## src/rtl/collision_pkg.sv

```systemverilog
// Shared helpers for the collision matrix: pair indexing, pair count and hold-off counter sizing.
// The optional per-pair hit counter is enabled with the COLLISION_HIT_COUNT_EN macro.
package collision_pkg;

  localparam int HOLDOFF_W   = 4;
  localparam int DEF_NUM_OBJ = 4;

  function automatic int num_pairs(input int n);
    return n * (n - 1) / 2;
  endfunction

  // Row-major upper-triangle index for object pair (i, j), i < j.
  function automatic int pair_idx(input int i, input int j, input int n);
    return i * (2 * n - i - 1) / 2 + (j - i - 1);
  endfunction

  function automatic int sel_width(input int pairs);
    return (pairs > 1) ? $clog2(pairs) : 1;
  endfunction

  typedef logic [num_pairs(DEF_NUM_OBJ)-1:0] pairVec_t;

endpackage

```

## src/rtl/collision_if.sv

```systemverilog
// Draw-flag / collision-result bundle between object blocks, the collision matrix and its consumers.
// hit_sel/hit_count only exist when COLLISION_HIT_COUNT_EN is defined.
interface collision_if import collision_pkg::*; #(
  parameter int NUM_OBJ = 4
`ifdef COLLISION_HIT_COUNT_EN
  , parameter int HIT_CNT_W = 8
`endif
) ();

  localparam int NUM_PAIRS = num_pairs(NUM_OBJ);

  logic                 startOfFrame;
  logic [NUM_OBJ-1:0]   draw_vec;
  logic [NUM_PAIRS-1:0] pair_mask;
  logic [NUM_PAIRS-1:0] collision_frame;
  logic [NUM_PAIRS-1:0] collision_pulse;
  logic                 any_collision;
`ifdef COLLISION_HIT_COUNT_EN
  logic [sel_width(NUM_PAIRS)-1:0] hit_sel;
  logic [HIT_CNT_W-1:0]            hit_count;
`endif

  modport master (
    output startOfFrame, draw_vec, pair_mask,
    input  collision_frame, collision_pulse, any_collision
`ifdef COLLISION_HIT_COUNT_EN
    , output hit_sel
    , input  hit_count
`endif
  );

  modport slave (
    input  startOfFrame, draw_vec, pair_mask,
    output collision_frame, collision_pulse, any_collision
`ifdef COLLISION_HIT_COUNT_EN
    , input  hit_sel
    , output hit_count
`endif
  );

endinterface

```

## src/rtl/collision_pair_cell.sv

```systemverilog
// Per-pair state: frame accumulator, pulse flop, frame hold-off counter and optional saturating hit counter.
// The hit counter exists only when COLLISION_HIT_COUNT_EN is defined.
module collision_pair_cell import collision_pkg::*; #(
  parameter int HOLDOFF_FRAMES = 2
`ifdef COLLISION_HIT_COUNT_EN
  , parameter int HIT_CNT_W = 8
`endif
) (
  input  logic clk,
  input  logic resetN,
  input  logic startOfFrame,
  input  logic hit,
  output logic acc,
  output logic pulse
`ifdef COLLISION_HIT_COUNT_EN
  , output logic [HIT_CNT_W-1:0] hitCount
`endif
);

  localparam logic [HOLDOFF_W-1:0] HOLD_INIT = HOLDOFF_W'(HOLDOFF_FRAMES);

  logic [HOLDOFF_W-1:0] holdCnt;
  logic                 pulsedFrame;
  logic                 pulseNext;

  always_comb begin
    pulseNext = hit & ~acc & (holdCnt == '0);
  end

  // The frame that produced a pulse does not count toward the hold-off, so the
  // pair stays silent for HOLDOFF_FRAMES whole frames afterwards.
  always_ff @(posedge clk or negedge resetN) begin
    if (!resetN) begin
      acc         <= 1'b0;
      pulse       <= 1'b0;
      holdCnt     <= '0;
      pulsedFrame <= 1'b0;
    end else begin
      pulse <= pulseNext;

      if (startOfFrame)   acc <= 1'b0;
      else if (hit)       acc <= 1'b1;

      if (pulseNext)
        holdCnt <= HOLD_INIT;
      else if (startOfFrame && !pulsedFrame && (holdCnt != '0))
        holdCnt <= holdCnt - 1'b1;

      if (startOfFrame)   pulsedFrame <= 1'b0;
      else if (pulseNext) pulsedFrame <= 1'b1;
    end
  end

`ifdef COLLISION_HIT_COUNT_EN
  always_ff @(posedge clk or negedge resetN) begin
    if (!resetN)
      hitCount <= '0;
    else if (pulse && (hitCount != '1))
      hitCount <= hitCount + 1'b1;
  end
`endif

endmodule

```

## src/rtl/collision_matrix.sv

```systemverilog
// Per-frame pairwise collision detector: decodes pair hits from draw flags, publishes per-frame results
// at startOfFrame and emits hold-off-limited pulses. Optional hit counters via COLLISION_HIT_COUNT_EN.
module collision_matrix import collision_pkg::*; #(
  parameter int NUM_OBJ        = 4,
  parameter int HOLDOFF_FRAMES = 2
`ifdef COLLISION_HIT_COUNT_EN
  , parameter int HIT_CNT_W    = 8
`endif
) (
  input logic        clk,
  input logic        resetN,
  collision_if.slave bus
);

  localparam int NUM_PAIRS = num_pairs(NUM_OBJ);

  logic [NUM_PAIRS-1:0] hitVec;
  logic [NUM_PAIRS-1:0] accVec;
  logic [NUM_PAIRS-1:0] pulseVec;
  logic [NUM_PAIRS-1:0] frameReg;
  logic                 anyReg;

  for (genvar i = 0; i < NUM_OBJ - 1; i++) begin : g_row
    for (genvar j = i + 1; j < NUM_OBJ; j++) begin : g_col
      localparam int P = pair_idx(i, j, NUM_OBJ);
      assign hitVec[P] = bus.draw_vec[i] & bus.draw_vec[j] & bus.pair_mask[P];
    end
  end

`ifdef COLLISION_HIT_COUNT_EN
  localparam int SEL_W = sel_width(NUM_PAIRS);

  // Padded to the full select range so out-of-range selects read back zero.
  logic [HIT_CNT_W-1:0] cntArr [2**SEL_W];
  logic [HIT_CNT_W-1:0] hitCountReg;

  for (genvar p = NUM_PAIRS; p < 2**SEL_W; p++) begin : g_pad
    assign cntArr[p] = '0;
  end
`endif

  for (genvar p = 0; p < NUM_PAIRS; p++) begin : g_pair
    collision_pair_cell #(
      .HOLDOFF_FRAMES(HOLDOFF_FRAMES)
`ifdef COLLISION_HIT_COUNT_EN
      , .HIT_CNT_W(HIT_CNT_W)
`endif
    ) u_cell (
      .clk         (clk),
      .resetN      (resetN),
      .startOfFrame(bus.startOfFrame),
      .hit         (hitVec[p]),
      .acc         (accVec[p]),
      .pulse       (pulseVec[p])
`ifdef COLLISION_HIT_COUNT_EN
      , .hitCount  (cntArr[p])
`endif
    );
  end

  // A hit on the strobe cycle still belongs to the frame being closed.
  always_ff @(posedge clk or negedge resetN) begin
    if (!resetN) begin
      frameReg <= '0;
      anyReg   <= 1'b0;
    end else if (bus.startOfFrame) begin
      frameReg <= accVec | hitVec;
      anyReg   <= |(accVec | hitVec);
    end
  end

`ifdef COLLISION_HIT_COUNT_EN
  always_ff @(posedge clk or negedge resetN) begin
    if (!resetN)
      hitCountReg <= '0;
    else
      hitCountReg <= cntArr[bus.hit_sel];
  end

  assign bus.hit_count = hitCountReg;
`endif

  assign bus.collision_frame = frameReg;
  assign bus.collision_pulse = pulseVec;
  assign bus.any_collision   = anyReg;

endmodule

```

## src/flat_wrapper.sv

```systemverilog
// flat-port wrapper written by rule: the top's interface ports become plain ports
module collision_matrix_flat import collision_pkg::*;
#(
  parameter int NUM_OBJ        = 4,
  parameter int HOLDOFF_FRAMES = 2

)
  (clk, resetN, bus_startOfFrame, bus_draw_vec, bus_pair_mask, bus_collision_frame, bus_collision_pulse, bus_any_collision);
  collision_if #(.NUM_OBJ(NUM_OBJ)) bus_i ();
  input logic clk;
  input logic resetN;
  input wire logic [$bits(bus_i.startOfFrame)-1:0] bus_startOfFrame;
  input wire logic [$bits(bus_i.draw_vec)-1:0] bus_draw_vec;
  input wire logic [$bits(bus_i.pair_mask)-1:0] bus_pair_mask;
  output wire logic [$bits(bus_i.collision_frame)-1:0] bus_collision_frame;
  output wire logic [$bits(bus_i.collision_pulse)-1:0] bus_collision_pulse;
  output wire logic [$bits(bus_i.any_collision)-1:0] bus_any_collision;
  assign bus_i.startOfFrame = bus_startOfFrame;
  assign bus_i.draw_vec = bus_draw_vec;
  assign bus_i.pair_mask = bus_pair_mask;
  assign bus_collision_frame = bus_i.collision_frame;
  assign bus_collision_pulse = bus_i.collision_pulse;
  assign bus_any_collision = bus_i.any_collision;
  collision_matrix #(.NUM_OBJ(NUM_OBJ), .HOLDOFF_FRAMES(HOLDOFF_FRAMES)) u_core (.clk(clk), .resetN(resetN), .bus(bus_i));
endmodule
```

## config.mk

```make
export PLATFORM = sky130hd
export DESIGN_NAME = collision_matrix_flat
export DESIGN_NICKNAME = d
export VERILOG_FILES = /design/src/rtl/collision_pkg.sv /design/src/rtl/collision_if.sv /design/src/rtl/collision_pair_cell.sv /design/src/rtl/collision_matrix.sv /design/src/flat_wrapper.sv
export SDC_FILE = /design/constraint.sdc
export NUM_CORES = 1
export LEC_CHECK = 0
export BUFFER_PORTS_ARGS = -buffer_cell sky130_fd_sc_hd__clkbuf_2
export CAP_MARGIN = 20
export CORE_MARGIN = 2
export CORE_UTILIZATION = 30
export CTS_BUF_LIST = sky130_fd_sc_hd__clkbuf_4 sky130_fd_sc_hd__clkbuf_8 sky130_fd_sc_hd__clkbuf_16
export DETAILED_ROUTE_END_ITERATION = 6
export SYNTH_ARGS = -nofsm -noshare
export SYNTH_HDL_FRONTEND = slang
export SYNTH_HIERARCHICAL = 1
export SYNTH_SLANG_ARGS = --single-unit
```

## constraint.sdc

```tcl
create_clock -name clk -period 3.4 [get_ports clk]
set_input_delay 0.34 -clock clk [delete_from_list [all_inputs] [get_ports clk]]
set_output_delay 0.34 -clock clk [all_outputs]
set_load 0.05 [all_outputs]
```

* Yosys cells after proc, flatten, opt, wreduce, memory -nomap -nowiden
Cells that the tools add are included.
** Cells by class
- Add/sub/neg operators :: 6
- Multiply operators :: 0
- Div/mod/pow operators :: 0
- Order comparisons :: 0
- Eq/ne operators :: 0
- Shifts and indexed selects :: 0
- Multiplexer cells :: 36
- Bitwise operators :: 31
- Reductions and logical operators :: 49
** Operators by type and width (count)
- $mux 4 :: 12
- $reduce_bool 2->1 :: 18
- $and 1x1->1 :: 24
- $logic_not 4->1 :: 6
- $mux 1 :: 24
- $reduce_bool 4->1 :: 6
- $sub 4x1->4 const B :: 6
- $logic_and 1x1->1 :: 12
- $logic_not 1->1 :: 6
- $not 1->1 :: 6
- $or 6x6->6 :: 1
- $reduce_or 6->1 :: 1
** Word-level totals
- Register bits after elaboration :: 49
- Bits in latches :: 0
- Bits in writable memories :: 0
- Bits in read-only memories :: 0
- Bits of input ports :: 13
- Logic and storage cells :: 148
- Memories kept :: 0

* Longest topological paths before layout
Gate-level depths: netlist (run 1).
- Depth in word-level cells :: 6
- Gate-level depth with buffers :: 5
- Gate-level depth less buffers :: 5

* By module
The synthesis (run 1) kept the hierarchy.
** By module, submodules not included
- collision_pair_cell :: instances 6, cells each 29, area an instance 334.1 um^2, seq. area each 175.2 um^2
- collision_matrix :: instances 1, cells each 35, area an instance 331.6 um^2, seq. area each 175.2 um^2

* Least setup slack after synthesis (run 1)
OpenSTA, ideal clock, no wires.
- Path type :: register to register
- Start :: reg u_core.g_pair[0].u_cell.holdCnt[0]
- End :: reg u_core.g_pair[0].u_cell.holdCnt[1]
- Setup time :: 0.079 ns
- Arrival time :: 1.290 ns
- Required time :: 3.321 ns
- Slack :: 2.031 ns
- Stages on the path, launching flop included :: 6
- Path buffers :: 0
- Period minus slack after synthesis :: 1.369 ns
- Cells stage by stage :: dfrtp_1 inv_1 ha_1 nor3b_4 mux2i_1 mux2i_1
** Between the ends
- Longest elaborated chain between the ends :: 3
** RTL lines
- start: declaration :: line collision_pair_cell.sv:22 : logic [HOLDOFF_W-1:0] holdCnt;
- start signal: assignment :: line collision_pair_cell.sv:47 : holdCnt <= holdCnt - 1'b1;
- $sub 4x1->4 (tied with other cells) :: line collision_pair_cell.sv:47
- $mux 4 (tied with other cells) :: line collision_pair_cell.sv:46 : else if (startOfFrame && !pulsedFrame && (holdCnt != '0))
- $mux 4 or $reduce_bool 2->1 (tied branches)
Parallel ways exist; a longest one is shown, timed or not. The select of a mux whose other input is x is not followed.
A chain may end at the register's enable or synchronous reset.

* Final worst setup path (run 1)
- Start :: reg u_core.g_pair[3].u_cell.holdCnt[0]
- End :: reg u_core.g_pair[3].u_cell.holdCnt[1]
** Between the ends
- Longest elaborated chain between the ends :: 3
** RTL lines (line)
- start: declaration :: collision_pair_cell.sv:22
- start signal: assignment :: collision_pair_cell.sv:47
- $sub 4x1->4 (tied with other cells) :: collision_pair_cell.sv:47
- $mux 4 (tied with other cells) :: collision_pair_cell.sv:46
- $mux 4 or $reduce_bool 2->1 (tied branches)
Parallel ways exist; a longest one is shown, timed or not. The select of a mux whose other input is x is not followed.

==> qor.csv, run 1 <==
stage,metric,value,unit
run,drv_cap,0,
critical_path,crit_type,reg -> reg,
floorplanning,io_pins,26,
finish,seqCellArea,1226,um2
placed_design,dp_hpwl,3.065,mm
critical_path,crit_path_frequent_cell,mux2i_1,
cts,cts.sinks,49,
pwr,power,1.904,mW
cts,cts-resized-gates,0,
floorplanning,fp.dieW,92.24,um
timing,slew_viol_final,0,
finish,mostFrequentLayoutCells,"dfrtp_1, nor2_1, clkbuf_2",
logic_synthesis,synth.avg_cell_area,11.18,um2
critical_path,max_stage_delay,410,ps
cts,insertion_delay,290,ps
logic_synthesis,syn_area,2336,um2
pwr,switching_power,640.0,uW
placed_design,port_buffers,25,
critical_path,endpoint_kind,flop,
cts,clk_pin_slew,80,ps
critical_path,cp_max_fo,4,
floorplanning,die_h,92.24,um
critical_path,crit_required,3610,ps
cts,h-tree-depth,2,
pwr,p_seq_frac,0.476,
outcome,status,finished clean,
critical_path,cp_slowest_cell,dfrtp_1,
finish,n_antenna_cell,0,
pwr,power_frac_comb,0.342,
placed_design,globalplace.congestion,0.7481,
logic_synthesis,yosysUniqueCellTypes,23,
grt,gr-total-overflow,0,
critical_path,critPathLaunchType,flop,
grt,grt.total_usage,0.1100,
cts,cts_tree,built,
timing,rsz0062_at_grt,no,
critical_path,cp.depth,5,
grt,grt_pass1_wl,7.265,mm
timing,period_share,0.4598,
timing,finClkSkew,3.737,ps
finish,layout-drive-gt1-share,0.2739,
finish,fillers,767,
critical_path,arrival,1780,ps
pwr,powerDensity,710.0,nW/um2
grt,grt_max_degree,39,
timing,fin_crit,1563,ps
finish,areaGrowthSynthToFinish,14.78,%
cts,numCtsBuffers,5,
logic_synthesis,synth_seq_cells,49,
pwr,p_sw_frac,0.3362,
floorplanning,initial_core_util,0.3055,
floorplanning,dieArea,8508,um2
logic_synthesis,synthCells,209,
pwr,p_leak,1.312,nW
finish,nNetsFinal,260,
logic_synthesis,syn-num-nets,228,
critical_path,reg2reg_depth,5,
floorplanning,rows,32,
routing,postRouteAntennaNets,0,
floorplanning,core_region_area,7647,um2
grt,grt_pass1_vias,1611,
cts,cts_buffer_depth,2,
finish,final_common_cell,dfrtp_1,
routing,drt-initial-drc-count,54,
timing,fmax,639.7,MHz
routing,via_count,1580,
timing,hold_violations,0,
pwr,internal-power,1.264,mW
cts,postCtsSetupBuffers,0,
grt,antenna_found_initial,0,
finish,multiInputGateArea,1060,um2
logic_synthesis,yosys_warnings,6,
routing,routed_wl,4.155,mm
timing,setup_viol,0,
routing,drt_pass1_iterations,6,
logic_synthesis,ys_seq_area_frac,0.5249,
timing,setup_tns,0,ps
critical_path,crit_chain,inv_1 -> ha_1 -> nor3b_4 -> mux2i_1 -> mux2i_1,
critical_path,critPathBufInv,1,
cts,root_buffer,clkbuf_8,
pwr,p_clk_frac,0.182,
critical_path,cp_top_family,multiplexers,
cts,cts_hold_buf,0,
min_path,hold_class,in -> async,
timing,slew_headroom,0.4414,
pwr,ir_worst_vdd,182.0,uV
timing,tightest_slew,838.0,ps
routing,wire_per_inst,12.11,um
routing,drc,0,
routing,detail_route.vias_per_cell,4.606,
==> layout make-up <==
cell class,instances,area share
inverter,12,0.01680
timing repair buffer,26,0.04946
sequential,49,0.4573
multi-input combinational,147,0.3952
clock buffer,7,0.03360
tap,102,0.04760
==> worst reg2reg max path, stage by stage, from the launching register on <==
cell     delay, ps
dfrtp_1        410
inv_1           70
ha_1           190
nor3b_4        270
mux2i_1        320
mux2i_1        230
==> cells in the mapped netlist, drive strengths merged <==
master	instances	area share
a21o	6	0.019
a21oi	12	0.026
a31oi	6	0.016
and2	6	0.019
and2b	6	0.022
and3	6	0.018
buf	1	0.0021
dfrtp	49	0.52
ha	6	0.032
inv	12	0.019
mux2	12	0.058
mux2i	12	0.051
nand2	6	0.0096
nand2b	6	0.016
nand3	1	0.0021
nand4	1	0.0027
nor2	30	0.048
nor2b	12	0.032
nor3	6	0.013
nor3b	6	0.048
nor4	6	0.016
o22a	1	0.0038
==> routing by layer <==
| metal | part of all wire | global-route usage | vias to the layer above |
|---|---|---|---|
| met3 | 0.042 | 0.03533 | 6 |
| li1 | - | - | 782 |
| met2 | 0.48 | 0.1783 | 28 |
| met4 | 0.017 | 0.04975 | 0 |
| met5 | 0 | 0 | - |
| met1 | 0.46 | 0.1335 | 764 |
==> state kept, by name, indices dropped and copies added, names as in the netlist <==
| name | flops |
|---|---|
| u_core/g_pair.u_cell/acc | 6 |
| u_core/bus.collision_frame | 6 |
| u_core/g_pair.u_cell/holdCnt | 24 |
| u_core/g_pair.u_cell/pulse | 6 |
| u_core/g_pair.u_cell/pulsedFrame | 6 |
| u_core/bus.any_collision | 1 |
==> per-stage QoR <==
step           cells  instance area, um2    util  worst slack, ps  hold slack, ps
2_1_floorplan    209                2336       -             2031           44.41
3_3_place_gp     336                2591  0.3388             1656           478.1
5_1_grt          343                2681  0.3506             1707           190.4
6_report         343                2681  0.3506             1837           129.0
3_5_place_dp     336                2591  0.3388             1616           484.7
4_1_cts          343                2681  0.3506             1799           156.9
==> power by group through the flow <==
stage / registers (mW) / logic [mW] / clock network, mW
after floorplan: 0.932 / 0.499 / 0
after global placement: 0.917 / 0.637 / 0
after detailed placement: 0.920 / 0.666 / 0
after CTS: 0.908 / 0.667 / 0.366
after global routing: 0.933 / 0.741 / 0.385
final: 0.906 / 0.652 / 0.346
==> cells by family after synthesis <==
group | Yosys count | synth area share
simple gates | 92 | 0.2475
buf+inv | 13 | 0.02142
compound gates | 25 | 0.06481
flops | 49 | 0.5249
mux | 24 | 0.1093
fa+ha+maj | 6 | 0.03214
==> final timing paths <==
path                       slack, ps                                  to                                from
max                             1840  u_core/g_pair[3].u_cell/holdCnt[1]  u_core/g_pair[3].u_cell/holdCnt[0]
min                              130  u_core/g_pair[2].u_cell/holdCnt[3]                              resetN
max reg2reg                     1840  u_core/g_pair[3].u_cell/holdCnt[1]  u_core/g_pair[3].u_cell/holdCnt[0]
min reg2reg                      520            u_core/bus.any_collision            u_core/bus.any_collision
max in group asynchronous       2510         u_core/g_pair[1].u_cell/acc                              resetN
min in group clk                 410       u_core/bus.collision_frame[0]                    bus_pair_mask[0]
(Power assumes the default switching activity.)
==> inputs of run 2 (changes only) <==
==> constraint.sdc (replaced) <==
create_clock -name clk -period 1.34 [get_ports clk]
set_input_delay 0.134 -clock clk [delete_from_list [all_inputs] [get_ports clk]]
set_output_delay 0.134 -clock clk [all_outputs]
set_load 0.05 [all_outputs]
==> run 2 against run 1 <==
The run now ends with setup timing left. Clock power increased by 130%. Power grew to 3.2 times the previous value. Setup slack got worse by 1900 ps. Utilization grew 6.5 points. Maximum frequency up 9.1%. Count of clock-buffer cells in the layout shrank 2. Hold slack improved by 72 ps. Register-to-register slack worse by 1900 ps. Sequential power grew to 2.5 times the previous value. Critical endpoint is now u_core/g_pair[1].u_cell/holdCnt[1]. Largest cell class unchanged. Largest power group is now combinational logic.
==> qor.csv, run 2 (synthesis gave the netlist of run 1 again) <==
stage,metric,value,unit
outcome,status,"complete, but fails checks",
outcome,failed_checks,setup timing,
placed_design,port_buffers,25,
placed_design,dpl.cell_count,365,
floorplanning,dieArea,8508,um2
cts,cts_buffer_depth,2,
timing,timing.hold.ws,201.4,ps
critical_path,crit_chain,inv_2 -> ha_4 -> nor3b_4 -> mux2i_2 -> mux2i_1,
cts,cts.sinks,49,
timing,slew_headroom,0.7323,
routing,drt_pass1_iterations,4,
finish,final_common_cell,dfrtp_1,
cts,cts_tree,built,
cts,numCtsBuffers,5,
floorplanning,io_pins,26,
routing,drt-initial-drc-count,92,
critical_path,cp_slowest_cell,dfrtp_1,
cts,h-tree-depth,2,
pwr,p_leak,1.547,nW
timing,setup_viol,7,
finish,final_util,0.4161,
pwr,ir_worst_vdd,603.8,uV
timing,tightest_slew,401.5,ps
critical_path,critPathLaunchType,flop,
cts,root_buffer,clkbuf_8,
placed_design,postPlaceCellArea,2836,um2
finish,areaGrowthSynthToFinish,36.21,%
timing,slew_viol_final,0,
min_path,hold_class,in -> reg,
floorplanning,rows,32,
critical_path,max_stage_delay,400,ps
finish,nNetsFinal,307,
routing,postRouteAntennaNets,0,
cts,clk_pin_slew,90,ps
cts,insertion_delay,290,ps
pwr,powerDensity,1919,nW/um2
finish,fin_cells,389,
placed_design,globalplace.congestion,0.7533,
critical_path,crit_type,reg -> reg,
floorplanning,die_h,92.24,um
critical_path,cp_max_fo,2,
grt,grt.total_usage,0.1207,
run,drv_cap,0,
timing,fmax,698.1,MHz
routing,routed_wl,4.772,mm
placed_design,place_ws,-116.1,ps
finish,layout-drive-gt1-share,0.4913,
routing,via_count,1752,
timing,finClkSkew,6.312,ps
finish,n_antenna_cell,0,
critical_path,endpoint_kind,flop,
critical_path,crit_required,1560,ps
floorplanning,fp.dieW,92.24,um
floorplanning,initial_core_util,0.3055,
timing,setup_tns,-280.4,ps
finish,fin_area,3182,um2
grt,grt_pass1_vias,1776,
grt,gr-total-overflow,0,
critical_path,arrival,1650,ps
timing,rsz0062_at_grt,yes,
finish,top_register,u_core/g_pair.u_cell/holdCnt,
routing,detail_route.vias_per_cell,4.504,
timing,fin_crit,1432,ps
grt,antenna_found_initial,0,
timing,fin_ws,-92.47,ps
grt,grt_max_degree,50,
routing,wire_per_inst,12.27,um
routing,drc,0,
pwr,power,6.106,mW
placed_design,dp_hpwl,3.164,mm
finish,mostFrequentLayoutCells,"dfrtp_1, buf_4, nor2_1",
timing,period_share,1.069,
floorplanning,core_region_area,7647,um2
timing,hold_violations,0,
grt,grt_pass1_wl,8.086,mm
finish,largest_reg_flops,24,
-- run 2: cell count changes in the layout (fill, tap and decap cells not counted), sizes merged --
| cell | before | now |
|---|---|---|
| clkinv | 0 | 1 |
| clkbuf | 32 | 30 |
| buf | 1 | 47 |
| dlygate4sd3 | 0 | 1 |
-- run 2: worst paths after layout --
kind | start | endpoint | slack, ps | cells after the start
worst max-delay path | u_core/g_pair[1].u_cell/holdCnt[1] | u_core/g_pair[1].u_cell/holdCnt[1] | -90 | 5
min in group asynchronous | resetN | u_core/g_pair[2].u_cell/holdCnt[3] | 360 | 3
worst max register to register | u_core/g_pair[1].u_cell/holdCnt[1] | u_core/g_pair[1].u_cell/holdCnt[1] | -90 | 5
worst min register to register | u_core/bus.any_collision | u_core/bus.any_collision | 520 | 1
worst min-delay path | bus_pair_mask[2] | u_core/bus.collision_frame[2] | 200 | 3
max in group asynchronous | resetN | u_core/g_pair[0].u_cell/holdCnt[0] | 750 | 3
-- run 2: cell type report --
class | count | area (um2)
well taps | 102 | 127.6
clock buffers | 5 | 68.82
fillers | 731 | 4466
repair buffers | 73 | 500.5
inverters | 12 | 45.04
multi-input cells | 147 | 1209
flip-flops and latches | 49 | 1226
clock inverters | 1 | 5.005
-- run 2: power breakdown --
group / total, mW / leakage [nW] / internal (mW) / switching [mW]
Sequential: 2.30 / 0.621 / 1.89 / 0.410
Combinational: 3.01 / 0.886 / 1.82 / 1.18
Clock: 0.797 / 0.0399 / 0.344 / 0.453
Total: 6.11 / 1.55 / 4.06 / 2.05
-- run 2: what timing repair did --
action                                  4_1_cts  5_1_grt
hold buffers                                  1        0
resized for setup                            25        7
hold endpoints to repair                     49        0
endpoints found under the setup margin       12       18
pin swaps                                     6        7
setup buffers                                10       10
gates cloned                                  0        0
-- run 2: routing by layer --
layer / track usage / share of wire
met5: 0 / 0
met4: 0.02985 / 0.0075
met3: 0.04848 / 0.054
met2: 0.1967 / 0.49
met1: 0.1496 / 0.45
-- run 2: worst max-delay path: cells and delay by family, from the launching register on --
family,cells,cell delay [ps]
buffers and inverters,1,90
adder cells (fa/ha/maj),1,130
AND/OR/NAND/NOR,1,220
flip-flops,1,400
multiplexers,2,530
==> inputs of run 3 (changes only) <==
--- a/config.mk
+++ b/config.mk
@@ -5,6 +5,7 @@
 export SDC_FILE = /design/constraint.sdc
 export NUM_CORES = 1
 export LEC_CHECK = 0
+export ABC_AREA = 1
 export BUFFER_PORTS_ARGS = -buffer_cell sky130_fd_sc_hd__clkbuf_2
 export CAP_MARGIN = 20
 export CORE_MARGIN = 2
==> run 3 against run 2 <==
The flow now finishes without violations. Area after synthesis grew 13%. First-iteration DRC count fell by 39%. Flip-flop and latch count did not move. Clock power grew 0.5%. Synthesized cell count is 48% higher. Global-route usage down 1.2 points. Critical path type unchanged. Critical path depth increased by 2. Non-clock buffer count down 40. Highest routed layer unchanged. Sequential share of layout area increased by 1.9 points. Final cell count grew 17%. Via count is 14% higher.
==> qor.csv, run 3 <==
stage,metric,value,unit
critical_path,crit_type,reg -> reg,
pwr,power,5.079,mW
grt,grt.total_usage,0.1089,
timing,setup_viol,0,
critical_path,critPathLaunchType,flop,
grt,grt_pass1_vias,2012,
cts,cts_tree,built,
logic_synthesis,netlist.top_cell.by_area,dfrtp_1,
floorplanning,die_h,97.66,um
grt,grt_pass1_wl,8.576,mm
finish,final_common_cell,inv_1,
logic_synthesis,synth_commonest_cells,"inv_1, dfrtp_1, nand2_1, nor2_1, nand3_1",
logic_synthesis,synth.area.top_cells,"dfrtp_1, inv_1, nand2_1",
critical_path,r2r_start,u_core/g_pair[2].u_cell/holdCnt[0],
min_path,hold_class,in -> reg,
finish,fin_cells,455,
timing,hold_violations,0,
routing,drc,0,
finish,layout-drive-gt1-share,0.3084,
placed_design,place_ws,114.6,ps
finish,n_antenna_cell,0,
routing,drt_pass1_iterations,4,
timing,slew_headroom,0.7991,
logic_synthesis,ys_seq_area_frac,0.4660,
logic_synthesis,synthCells,309,
logic_synthesis,synth_seq_cells,49,
logic_synthesis,syn-num-nets,328,
logic_synthesis,yosys_warnings,6,
finish,nNetsFinal,367,
cts,numCtsBuffers,5,
floorplanning,io_pins,26,
finish,top_register,u_core/g_pair.u_cell/holdCnt,
finish,fin_area,3035,um2
logic_synthesis,synthFlopType,dfrtp_1,
finish,mostFrequentLayoutCells,"inv_1, dfrtp_1, nand2_1",
placed_design,globalplace.congestion,0.8186,
finish,multiInputGateArea,1104,um2
routing,postRouteAntennaNets,0,
critical_path,cp_max_fo,5,
cts,cts_buffer_depth,2,
grt,gr-total-overflow,0,
pwr,p_leak,1.640,nW
timing,fin_ws,90.44,ps
cts,cts.sinks,49,
grt,grt_max_degree,50,
floorplanning,fp.dieW,97.66,um
routing,via_count,1995,
timing,setup_tns,0,ps
pwr,ir_worst_vdd,496.6,uV
floorplanning,dieArea,9537,um2
timing,period_share,0.9325,
critical_path,arrival,1430,ps
grt,antenna_found_initial,0,
timing,timing.hold.ws,136.0,ps
critical_path,endpoint_kind,flop,
floorplanning,core_region_area,8593,um2
logic_synthesis,synthArstFlopShare,1.000,
finish,largest_reg_flops,24,
placed_design,dpl.cell_count,448,
timing,tightest_slew,302.6,ps
min_path,min-delay-start,bus_pair_mask[5],
timing,slew_viol_final,0,
critical_path,crit_start,u_core/g_pair[2].u_cell/holdCnt[0],
routing,detail_route.vias_per_cell,4.385,
floorplanning,initial_core_util,0.3062,
timing,fmax,800.3,MHz
finish,fillers,891,
cts,insertion_delay,290,ps
finish,final_util,0.3532,
critical_path,crit_required,1530,ps
placed_design,port_buffers,25,
cts,clk_pin_slew,80,ps
cts,root_buffer,clkbuf_8,
logic_synthesis,synth_most_common_cell,inv_1,
timing,finClkSkew,8.547,ps
routing,routed_wl,4.766,mm
logic_synthesis,synth_edf_count,0,
logic_synthesis,syn_area,2631,um2
outcome,status,finished clean,
routing,drt-initial-drc-count,56,
placed_design,postPlaceCellArea,2949,um2
pwr,powerDensity,1673,nW/um2
run,drv_cap,0,
logic_synthesis,synth.avg_cell_area,8.515,um2
finish,areaGrowthSynthToFinish,15.36,%
cts,h-tree-depth,2,
placed_design,dp_hpwl,3.615,mm
timing,rsz0062_at_grt,no,
logic_synthesis,synth_top_area_share,0.4660,
logic_synthesis,yosysUniqueCellTypes,18,
timing,fin_crit,1250,ps
floorplanning,rows,34,
routing,wire_per_inst,10.47,um
finish,seqCellArea,1226,um2
==> run 3: cell count changes after synthesis, sizes merged, moves of 12 or more <==
cell / delta
nor2b: -12
nor2: +15
nand3: +24
o21ai: +12
mux2: -12
nand2: +55
nand4: +17
mux2i: -12
inv: +67
==> run 3: routing by layer <==
layer,global-route usage,wire length [um],vias up
met5,0,0,-
met4,0.02350,19,0
met3,0.03453,152,2
met2,0.1947,2455,27
met1,0.1276,2140,936
li1,-,-,1030
==> run 3: power breakdown <==
part | internal, mW | leakage, nW | total (mW) | switching (mW)
Combinational | 0.765 | 0.992 | 2.06 | 1.29
Clock | 0.345 | 0.0399 | 0.801 | 0.456
Sequential | 1.88 | 0.608 | 2.22 | 0.340
==> run 3: path summary, 6_finish.rpt <==
check | endpoint | slack (ps) | cells after the start
setup / recovery | u_core/g_pair[2].u_cell/holdCnt[1] | 90 | 7
hold / removal | u_core/bus.collision_frame[5] | 140 | 3
setup reg to reg | u_core/g_pair[2].u_cell/holdCnt[1] | 90 | 7
hold reg to reg | u_core/g_pair[4].u_cell/acc | 520 | 2
max in group asynchronous | u_core/g_pair[4].u_cell/holdCnt[2] | 750 | 3
min in group asynchronous | u_core/g_pair[5].u_cell/holdCnt[3] | 360 | 3
==> run 3: kinds of logic after synthesis <==
group | count (synthesis) | share of synthesized area
AND/OR/NAND/NOR | 150 | 0.3238
buffers and inverters | 80 | 0.1156
flip-flops | 49 | 0.4660
AO/OA/AOI/OAI | 24 | 0.06610
adder cells (fa/ha/maj) | 6 | 0.02853
==> run 3: layout make-up <==
type | instances | share of cell area
tap | 108 | 0.04452
timing repair buffer | 33 | 0.06595
clock inverter | 1 | 0.001649
clock buffer | 5 | 0.02267
sequential | 49 | 0.4040
multi-input combinational | 180 | 0.3636
inverter | 79 | 0.09769
==> run 3: repair_timing <==
item	in CTS	in global routing
endpoints found under the setup margin	0	4
hold buffers	1	0
gates resized for setup	0	1
endpoints found under the hold margin	49	0
buffers inserted	0	0
==> run 3: critical path, stage by stage, from the launching register on <==
cell and delay, ps:
dfrtp_1 380, inv_1 110, ha_1 260, nand2_2 120
nand2_2 100, nand2_4 60, nand2_2 60, o21ai_2 50
